===== src/rtl/alu_pkg.sv =====
`default_nettype none
// ============================================================================
// Module      : alu_pkg
// Description : Shared definitions for the ALU command sequencer: the ALU
//               opcode constants, the opcode and status widths, and the
//               sequencer FSM state encoding.
// Revision    : 1.0 - initial release
// ============================================================================
package alu_pkg;

    localparam int c_OP_W   = 4;
    localparam int c_STAT_W = 4;

    localparam logic [c_OP_W-1:0] c_OP_NOOP = 4'd0;
    localparam logic [c_OP_W-1:0] c_OP_ADDR = 4'd1;
    localparam logic [c_OP_W-1:0] c_OP_SUBT = 4'd2;
    localparam logic [c_OP_W-1:0] c_OP_INCL = 4'd3;
    localparam logic [c_OP_W-1:0] c_OP_INCR = 4'd4;
    localparam logic [c_OP_W-1:0] c_OP_DECL = 4'd5;
    localparam logic [c_OP_W-1:0] c_OP_DECR = 4'd6;
    localparam logic [c_OP_W-1:0] c_OP_LAND = 4'd7;
    localparam logic [c_OP_W-1:0] c_OP_LOR  = 4'd8;
    localparam logic [c_OP_W-1:0] c_OP_LNOT = 4'd9;
    localparam logic [c_OP_W-1:0] c_OP_SHTL = 4'd10;
    localparam logic [c_OP_W-1:0] c_OP_ROTR = 4'd11;
    localparam logic [c_OP_W-1:0] c_OP_GOL  = 4'd12;
    localparam logic [c_OP_W-1:0] c_OP_GOR  = 4'd13;
    localparam logic [c_OP_W-1:0] c_OP_OUT0 = 4'd14;
    localparam logic [c_OP_W-1:0] c_OP_OUT1 = 4'd15;

    localparam int c_STATE_W = 2;

    typedef enum logic [c_STATE_W-1:0] {
        ST_IDLE = 2'd0,
        ST_OPER = 2'd1,
        ST_EXEC = 2'd2,
        ST_WB   = 2'd3
    } state_t;

endpackage
`default_nettype wire


===== src/rtl/alu_sequencer_if.sv =====
`default_nettype none
// ============================================================================
// Module      : alu_sequencer_if
// Description : Bundle of every non-clock signal of the ALU sequencer.
//               master : command source / ALU / debug side
//               slave  : the sequencer itself
//               Groups: cmd_* (command handshake), ld_* (direct register
//               load), alu_* (ALU drive and return), done/res_out/stat_out
//               (completion report), dbg_* (register file peek).
// Revision    : 1.0 - initial release
// ============================================================================
interface alu_sequencer_if
    import alu_pkg::*;
#(
    parameter int M  = 8,
    parameter int RW = 2
) ();

    logic                cmd_valid;
    logic                cmd_ready;
    logic [c_OP_W-1:0]   cmd_op;
    logic [RW-1:0]       cmd_rd;
    logic [RW-1:0]       cmd_ra;
    logic [RW-1:0]       cmd_rb;

    logic                ld_valid;
    logic                ld_ready;
    logic [RW-1:0]       ld_addr;
    logic [M-1:0]        ld_data;

    logic [c_OP_W-1:0]   alu_op;
    logic [M-1:0]        alu_a;
    logic [M-1:0]        alu_b;
    logic [M-1:0]        alu_res;
    logic [c_STAT_W-1:0] alu_stat;

    logic                done;
    logic [M-1:0]        res_out;
    logic [c_STAT_W-1:0] stat_out;

    logic [RW-1:0]       dbg_addr;
    logic [M-1:0]        dbg_data;

    modport master (
        output cmd_valid, cmd_op, cmd_rd, cmd_ra, cmd_rb,
        output ld_valid, ld_addr, ld_data,
        output alu_res, alu_stat, dbg_addr,
        input  cmd_ready, ld_ready, alu_op, alu_a, alu_b,
        input  done, res_out, stat_out, dbg_data
    );

    modport slave (
        input  cmd_valid, cmd_op, cmd_rd, cmd_ra, cmd_rb,
        input  ld_valid, ld_addr, ld_data,
        input  alu_res, alu_stat, dbg_addr,
        output cmd_ready, ld_ready, alu_op, alu_a, alu_b,
        output done, res_out, stat_out, dbg_data
    );

endinterface
`default_nettype wire


===== src/rtl/alu_regfile.sv =====
`default_nettype none
// ============================================================================
// Module      : alu_regfile
// Description : NREG x M operand register file. Synchronous active-high
//               clear of every entry, one write port, three combinational
//               read ports (left operand, right operand, debug).
//   clk, reset               : clock and synchronous clear
//   i_we/i_waddr/i_wdata     : write port
//   i_ra_addr -> o_ra_data   : read port A
//   i_rb_addr -> o_rb_data   : read port B
//   i_dbg_addr -> o_dbg_data : debug read port
// Revision    : 1.0 - initial release
// ============================================================================
module alu_regfile
    import alu_pkg::*;
#(
    parameter int M    = 8,
    parameter int NREG = 4,
    parameter int RW   = 2
) (
    input  wire logic          clk,
    input  wire logic          reset,
    input  wire logic          i_we,
    input  wire logic [RW-1:0] i_waddr,
    input  wire logic [M-1:0]  i_wdata,
    input  wire logic [RW-1:0] i_ra_addr,
    output logic      [M-1:0]  o_ra_data,
    input  wire logic [RW-1:0] i_rb_addr,
    output logic      [M-1:0]  o_rb_data,
    input  wire logic [RW-1:0] i_dbg_addr,
    output logic      [M-1:0]  o_dbg_data
);

    logic [M-1:0] r_mem [NREG];

    always_ff @(posedge clk) begin
        if (reset) begin
            for (int i = 0; i < NREG; i++) begin
                r_mem[i] <= '0;
            end
        end else if (i_we) begin
            r_mem[i_waddr] <= i_wdata;
        end
    end

    assign o_ra_data  = r_mem[i_ra_addr];
    assign o_rb_data  = r_mem[i_rb_addr];
    assign o_dbg_data = r_mem[i_dbg_addr];

endmodule
`default_nettype wire


===== src/rtl/alu_sequencer.sv =====
`default_nettype none
// ============================================================================
// Module      : alu_sequencer
// Description : Single-issue command sequencer for the 8-bit ALU. Accepts one
//               command at a time, fetches operands from its register file,
//               presents them to the ALU for exactly one cycle, then writes
//               the result back and reports result and status.
//   clk   : system clock, rising edge
//   reset : synchronous active-high; aborts any command in flight and
//           clears the register file
//   bus   : alu_sequencer_if.slave (command, load, ALU, report, debug)
// Revision    : 1.0 - initial release
// ============================================================================
module alu_sequencer
    import alu_pkg::*;
#(
    parameter int M    = 8,
    parameter int NREG = 4,
    parameter int RW   = 2
) (
    input wire logic       clk,
    input wire logic       reset,
    alu_sequencer_if.slave bus
);

    state_t              r_state;
    state_t              w_next_state;

    logic [c_OP_W-1:0]   r_op;
    logic [RW-1:0]       r_rd;
    logic [RW-1:0]       r_ra;
    logic [RW-1:0]       r_rb;
    logic [M-1:0]        r_a;
    logic [M-1:0]        r_b;
    logic [M-1:0]        r_res;
    logic [c_STAT_W-1:0] r_stat;

    logic                w_cmd_ready;
    logic                w_ld_ready;
    logic                w_done;
    logic [c_OP_W-1:0]   w_alu_op;
    logic [M-1:0]        w_alu_a;
    logic [M-1:0]        w_alu_b;

    logic                w_cmd_fire;
    logic                w_ld_fire;
    logic                w_wb_write;
    logic                w_we;
    logic [RW-1:0]       w_waddr;
    logic [M-1:0]        w_wdata;
    logic [M-1:0]        w_ra_data;
    logic [M-1:0]        w_rb_data;

    // ------------------------------------------------------------------
    // FSM state register
    // ------------------------------------------------------------------
    always_ff @(posedge clk) begin
        if (reset) begin
            r_state <= ST_IDLE;
        end else begin
            r_state <= w_next_state;
        end
    end

    // ------------------------------------------------------------------
    // Next state and state-decoded outputs. The ALU only sees a real
    // opcode and operands during EXEC; at all other times it is fed a
    // Noop with zero operands so it never updates its flags spuriously.
    // ------------------------------------------------------------------
    always_comb begin
        w_next_state = r_state;
        w_cmd_ready  = 1'b0;
        w_ld_ready   = 1'b0;
        w_done       = 1'b0;
        w_alu_op     = c_OP_NOOP;
        w_alu_a      = '0;
        w_alu_b      = '0;
        case (r_state)
            ST_IDLE: begin
                w_cmd_ready = 1'b1;
                // A pending command always wins over a load.
                w_ld_ready  = !bus.cmd_valid;
                if (bus.cmd_valid) begin
                    w_next_state = ST_OPER;
                end
            end
            ST_OPER: begin
                w_next_state = ST_EXEC;
            end
            ST_EXEC: begin
                w_alu_op     = r_op;
                w_alu_a      = r_a;
                w_alu_b      = r_b;
                w_next_state = ST_WB;
            end
            ST_WB: begin
                w_done       = 1'b1;
                w_next_state = ST_IDLE;
            end
            default: begin
                w_next_state = ST_IDLE;
            end
        endcase
    end

    assign w_cmd_fire = bus.cmd_valid && w_cmd_ready;
    assign w_ld_fire  = bus.ld_valid && w_ld_ready;
    assign w_wb_write = (r_state == ST_WB) && (r_op != c_OP_NOOP);

    // Writeback and load are mutually exclusive (load only in IDLE),
    // so a simple priority mux shares the single write port.
    assign w_we    = w_wb_write || w_ld_fire;
    assign w_waddr = w_wb_write ? r_rd  : bus.ld_addr;
    assign w_wdata = w_wb_write ? r_res : bus.ld_data;

    // ------------------------------------------------------------------
    // Command latch, operand registers and report registers
    // ------------------------------------------------------------------
    always_ff @(posedge clk) begin
        if (reset) begin
            r_op   <= c_OP_NOOP;
            r_rd   <= '0;
            r_ra   <= '0;
            r_rb   <= '0;
            r_a    <= '0;
            r_b    <= '0;
            r_res  <= '0;
            r_stat <= '0;
        end else begin
            if (w_cmd_fire) begin
                r_op <= bus.cmd_op;
                r_rd <= bus.cmd_rd;
                r_ra <= bus.cmd_ra;
                r_rb <= bus.cmd_rb;
            end
            // Operands are read here, after any previous writeback has
            // landed, so back-to-back dependent commands need no bypass.
            if (r_state == ST_OPER) begin
                r_a <= w_ra_data;
                r_b <= w_rb_data;
            end
            if (r_state == ST_EXEC) begin
                r_res <= bus.alu_res;
            end
            // The ALU registers its flags at the end of EXEC, so they are
            // only valid to sample one cycle later.
            if (r_state == ST_WB) begin
                r_stat <= bus.alu_stat;
            end
        end
    end

    alu_regfile #(
        .M    (M),
        .NREG (NREG),
        .RW   (RW)
    ) u_regfile (
        .clk        (clk),
        .reset      (reset),
        .i_we       (w_we),
        .i_waddr    (w_waddr),
        .i_wdata    (w_wdata),
        .i_ra_addr  (r_ra),
        .o_ra_data  (w_ra_data),
        .i_rb_addr  (r_rb),
        .o_rb_data  (w_rb_data),
        .i_dbg_addr (bus.dbg_addr),
        .o_dbg_data (bus.dbg_data)
    );

    assign bus.cmd_ready = w_cmd_ready;
    assign bus.ld_ready  = w_ld_ready;
    assign bus.done      = w_done;
    assign bus.alu_op    = w_alu_op;
    assign bus.alu_a     = w_alu_a;
    assign bus.alu_b     = w_alu_b;
    assign bus.res_out   = r_res;
    assign bus.stat_out  = r_stat;

endmodule
`default_nettype wire


===== src/flat_wrapper.sv =====
// flat-port wrapper written by rule: the top's interface ports become plain ports
module alu_sequencer_flat import alu_pkg::*;
#(
    parameter int M    = 8,
    parameter int NREG = 4,
    parameter int RW   = 2
)
  (clk, reset, bus_cmd_valid, bus_cmd_op, bus_cmd_rd, bus_cmd_ra, bus_cmd_rb, bus_ld_valid, bus_ld_addr, bus_ld_data, bus_alu_res, bus_alu_stat, bus_dbg_addr, bus_cmd_ready, bus_ld_ready, bus_alu_op, bus_alu_a, bus_alu_b, bus_done, bus_res_out, bus_stat_out, bus_dbg_data);
  alu_sequencer_if #(.M(M), .RW(RW)) bus_i ();
  input wire logic clk;
  input wire logic reset;
  input wire logic [$bits(bus_i.cmd_valid)-1:0] bus_cmd_valid;
  input wire logic [$bits(bus_i.cmd_op)-1:0] bus_cmd_op;
  input wire logic [$bits(bus_i.cmd_rd)-1:0] bus_cmd_rd;
  input wire logic [$bits(bus_i.cmd_ra)-1:0] bus_cmd_ra;
  input wire logic [$bits(bus_i.cmd_rb)-1:0] bus_cmd_rb;
  input wire logic [$bits(bus_i.ld_valid)-1:0] bus_ld_valid;
  input wire logic [$bits(bus_i.ld_addr)-1:0] bus_ld_addr;
  input wire logic [$bits(bus_i.ld_data)-1:0] bus_ld_data;
  input wire logic [$bits(bus_i.alu_res)-1:0] bus_alu_res;
  input wire logic [$bits(bus_i.alu_stat)-1:0] bus_alu_stat;
  input wire logic [$bits(bus_i.dbg_addr)-1:0] bus_dbg_addr;
  output wire logic [$bits(bus_i.cmd_ready)-1:0] bus_cmd_ready;
  output wire logic [$bits(bus_i.ld_ready)-1:0] bus_ld_ready;
  output wire logic [$bits(bus_i.alu_op)-1:0] bus_alu_op;
  output wire logic [$bits(bus_i.alu_a)-1:0] bus_alu_a;
  output wire logic [$bits(bus_i.alu_b)-1:0] bus_alu_b;
  output wire logic [$bits(bus_i.done)-1:0] bus_done;
  output wire logic [$bits(bus_i.res_out)-1:0] bus_res_out;
  output wire logic [$bits(bus_i.stat_out)-1:0] bus_stat_out;
  output wire logic [$bits(bus_i.dbg_data)-1:0] bus_dbg_data;
  assign bus_i.cmd_valid = bus_cmd_valid;
  assign bus_i.cmd_op = bus_cmd_op;
  assign bus_i.cmd_rd = bus_cmd_rd;
  assign bus_i.cmd_ra = bus_cmd_ra;
  assign bus_i.cmd_rb = bus_cmd_rb;
  assign bus_i.ld_valid = bus_ld_valid;
  assign bus_i.ld_addr = bus_ld_addr;
  assign bus_i.ld_data = bus_ld_data;
  assign bus_i.alu_res = bus_alu_res;
  assign bus_i.alu_stat = bus_alu_stat;
  assign bus_i.dbg_addr = bus_dbg_addr;
  assign bus_cmd_ready = bus_i.cmd_ready;
  assign bus_ld_ready = bus_i.ld_ready;
  assign bus_alu_op = bus_i.alu_op;
  assign bus_alu_a = bus_i.alu_a;
  assign bus_alu_b = bus_i.alu_b;
  assign bus_done = bus_i.done;
  assign bus_res_out = bus_i.res_out;
  assign bus_stat_out = bus_i.stat_out;
  assign bus_dbg_data = bus_i.dbg_data;
  alu_sequencer #(.M(M), .NREG(NREG), .RW(RW)) u_core (.clk(clk), .reset(reset), .bus(bus_i));
endmodule

===== config.mk =====
export PLATFORM = sky130hd
export DESIGN_NAME = alu_sequencer_flat
export DESIGN_NICKNAME = d
export VERILOG_FILES = /design/src/rtl/alu_pkg.sv /design/src/rtl/alu_sequencer_if.sv /design/src/rtl/alu_regfile.sv /design/src/rtl/alu_sequencer.sv /design/src/flat_wrapper.sv
export SDC_FILE = /design/constraint.sdc
export NUM_CORES = 1
export LEC_CHECK = 0
export ABC_CLOCK_PERIOD_IN_PS = 2900
export CORE_ASPECT_RATIO = 0.6
export CORE_UTILIZATION = 55
export CTS_BUF_LIST = sky130_fd_sc_hd__clkbuf_8 sky130_fd_sc_hd__clkbuf_16
export CTS_CLUSTER_SIZE = 28
export DETAILED_ROUTE_END_ITERATION = 7
export PLACE_DENSITY = 0.85
export SLEW_MARGIN = 20
export SYNTH_ARGS = -nofsm -noshare
export SYNTH_HDL_FRONTEND = slang
export SYNTH_SLANG_ARGS = --single-unit

===== constraint.sdc =====
create_clock -name clk -period 2.9 [get_ports clk]
set_input_delay 0.29 -clock clk [delete_from_list [all_inputs] [get_ports clk]]
set_output_delay 0.29 -clock clk [all_outputs]
set_load 0.03 [all_outputs]

==> impl_metrics.toml <==
[timing]
timing.final.crit_share_pct = 88.5
worst_pin_slew_ns = 1.11
whs_ns = 0.491
max_slew_margin_pct = 25.5
final_max_slew_viol_count = 0
max_freq_mhz = 390
hold_violations = 0
skew_ns = 0.00784
rsz0062_at_grt = "no"
finalSetupViolCount = 0
tns_ns = 0
min_period_ns = 2.57

[detailed_routing]
dr_total_vias = 3147
antenna_left = 0
dr.pass1.iters = 6
vias_per_cell = 6.08
drc = 0
totalWireLength_mm = 9.98
wire_per_inst_um = 19.3
drt_iter0_markers = 423

[floorplan]
die_area_sq_um = 7330
die_y_um = 66.7
start_util_pct = 57.2
pin_count = 81
fp.dieW_um = 110
row_count = 23
coreArea_sq_um = 6710

[status]
outcome = "complete, no violations"

[place]
place_hpwl_mm = 6.94
placement.io_buffers = 80
gp_congestion = 0.894

[critical_path]
critPathArrivalTime_ns = 2.28
cp.required_ns = 2.61
r2r_slack_ns = 0.51
worstReg2RegStart = "u_core.r_op[3]"
r2r-end = "u_core.u_regfile.r_mem[3][4]"
path_max_fanout = 21
crit_type = "flop to primary output"
cp-end-kind = "primary output"
crit_end = "bus_alu_b[1]"
cp-startpoint = "u_core.r_state[0]"
reg2reg_depth = 3
start_kind = "flop"

[logic_synthesis]
synth_edf_count = 32
yosysMostFrequentCell = "dfxtp_1"
ys_top_cells_by_area = "edfxtp_1 (25%), dfxtp_1 (21%), mux4_2 (14%)"
synth_cells = 358
synth-async-reset-ratio_pct = 0
synth_area_sq_um = 3840
synth_flop_cell = "dfxtp_1"
ys_top_cells_by_count = "dfxtp_1 (40), nand2_1 (38), edfxtp_1 (32)"
syn_avg_cell_area_sq_um = 10.7
ys_types = 32
synth_top_area_share_pct = 25.0
ys_seq_area_share_pct = 45.9
yosysTopAreaCell = "edfxtp_1"
yosysWarnings = 0
synth_nets = 401
synth-seq-cells = 72

[global_routing]
grt_max_degree = 49
grt_pass1_vias = 2977
gr-total-overflow = 0
grt_pass1_wl_mm = 15.6
track_usage_pct = 29.5
antenna_found_initial = 0

[cts]
cts_resized = 0
worstSkewPairLatency_ns = 0.34
post_cts_buffers = 0
htree_levels = 3
cts_tree = "yes"
cts_buffers = 9
hold_buffers = 0
clk_pin_slew_worst_paths_ns = 0.06
cts.sinks = 72
cts.root.buffer_cell = "clkbuf_16"
clockBufferDepth = 2

[power_and_ir_drop]
power.density_nw_per_um2 = 710
power_frac_comb_pct = 30.0
leakage_nw = 1.75
irDropWorstVdd_mv = 0.514
p_int_mw = 2.33
clkPwrFrac_pct = 31.0
sequentialPowerShare_pct = 39.1
netSwitchingFraction_pct = 33.8
p_sw_mw = 1.19

[layout]
syn2layout_area_growth_pct = 29.0
diodes = 0
final_nets = 469
drive_gt1_share_pct = 11.6

[min_path]
hold_path.class = "flop to flop"

[flow_run]
drv_cap = 0
worst min-delay path by stage:
stage | slack, ns | endpoint | from | depth (start not counted)
2_1_floorplan | 0.43 | u_core.r_op[1] | bus_cmd_op[1] | 2
3_3_place_gp | 0.46 | u_core.r_b[2] | u_core.r_b[2] | 2
3_5_place_dp | 0.48 | u_core.r_a[6] | u_core.r_a[6] | 2
4_1_cts | 0.49 | u_core.r_a[4] | reset | 2
5_1_grt | 0.52 | u_core.r_rd[0] | bus_cmd_rd[0] | 3
6_report | 0.49 | u_core.r_a[6] | u_core.r_a[6] | 2
final cells by class:
| type | instances | area, sq um |
|---|---|---|
| Sequential cell | 72 | 1760 |
| Timing Repair Buffer | 88 | 856 |
| Tap cell | 87 | 109 |
| Inverter | 3 | 11.3 |
| Fill cell | 476 | 1750 |
| Clock inverter | 6 | 46.3 |
| Clock buffer | 10 | 250 |
| Multi-Input combinational cell | 252 | 1920 |
worst max-delay path: stages (launching register included):
cell	delay, ns
dfxtp_1	0.34
inv_1	0.11
ha_1	0.58
and2_1	0.23
clkdlybuf4s50_1	0.67
power by group through the flow:
stage	sequential [mW]	clock (mW)	combinational, mW
5_1_grt	1.39	1.14	1.13
6_report	1.37	1.09	1.05
4_1_cts	1.37	1.10	1.05
3_3_place_gp	1.37	0	1.01
2_1_floorplan	1.35	0	0.725
3_5_place_dp	1.39	0	1.04
cells by family after synthesis:
group | after synthesis | synth area share (%)
AOI/OAI and AO/OA | 46 | 6.94
and+or+nand+nor | 148 | 19.8
DFF | 72 | 45.9
adders and majority gates | 5 | 1.63
buffers and inverters | 34 | 4.14
muxes | 53 | 21.6
routing by layer:
layer / share of wire, % / vias to the layer above / GRT usage (%)
li1: - / 1441 / -
met1: 44 / 1513 / 41.1
met2: 45 / 179 / 44.6
met3: 9.9 / 14 / 9.39
met4: 1.1 / 0 / 6.83
met5: 0 / - / 0
layout by cell type, fill, tap and decap left out:
cell type / n
buf_4: 8
inv_4: 1
nand3b_1: 3
o21ai_0: 24
nand4bb_1: 1
buf_2: 1
inv_6: 2
a311o_1: 1
o41ai_4: 1
o41a_1: 1
nor3b_1: 2
nor4bb_1: 1
mux4_2: 24
and2_1: 21
nor2_1: 31
clkbuf_16: 10
clkinv_4: 2
clkdlybuf4s50_1: 79
and3b_1: 1
nand2b_1: 9
edfxtp_1: 32
nand3_1: 25
nand4b_1: 9
ha_1: 5
a211oi_1: 1
nor2b_1: 1
mux2i_1: 29
clkinv_2: 1
nor3_1: 3
or3_1: 2
nand2_1: 38
a21oi_1: 18
inv_1: 3
dfxtp_1: 40
nand4_1: 1
sequential cells by signal (all words and copies together), names as in the netlist, 4 cells and up:
register                cells
u_core.u_regfile.r_mem     32
u_core.r_b                  8
u_core.bus.res_out          8
u_core.r_op                 4
u_core.bus.stat_out         4
u_core.r_a                  8
through the flow:
stage | power (mW) | util (%) | cell area (sq um) | worst slack (ns) | cells
floorplan | 2.08 | - | 3840 | 0.779 | 358
finish | 3.52 | 73.9 | 4950 | 0.333 | 518
global route | 3.67 | 73.9 | 4950 | 0.196 | 518
CTS | 3.52 | 73.9 | 4950 | 0.314 | 518
detailed placement | 2.43 | 69.4 | 4660 | 0.493 | 502
global placement | 2.38 | 69.4 | 4660 | 0.520 | 502
No activity file was read; power rests on OpenSTA's default activity.
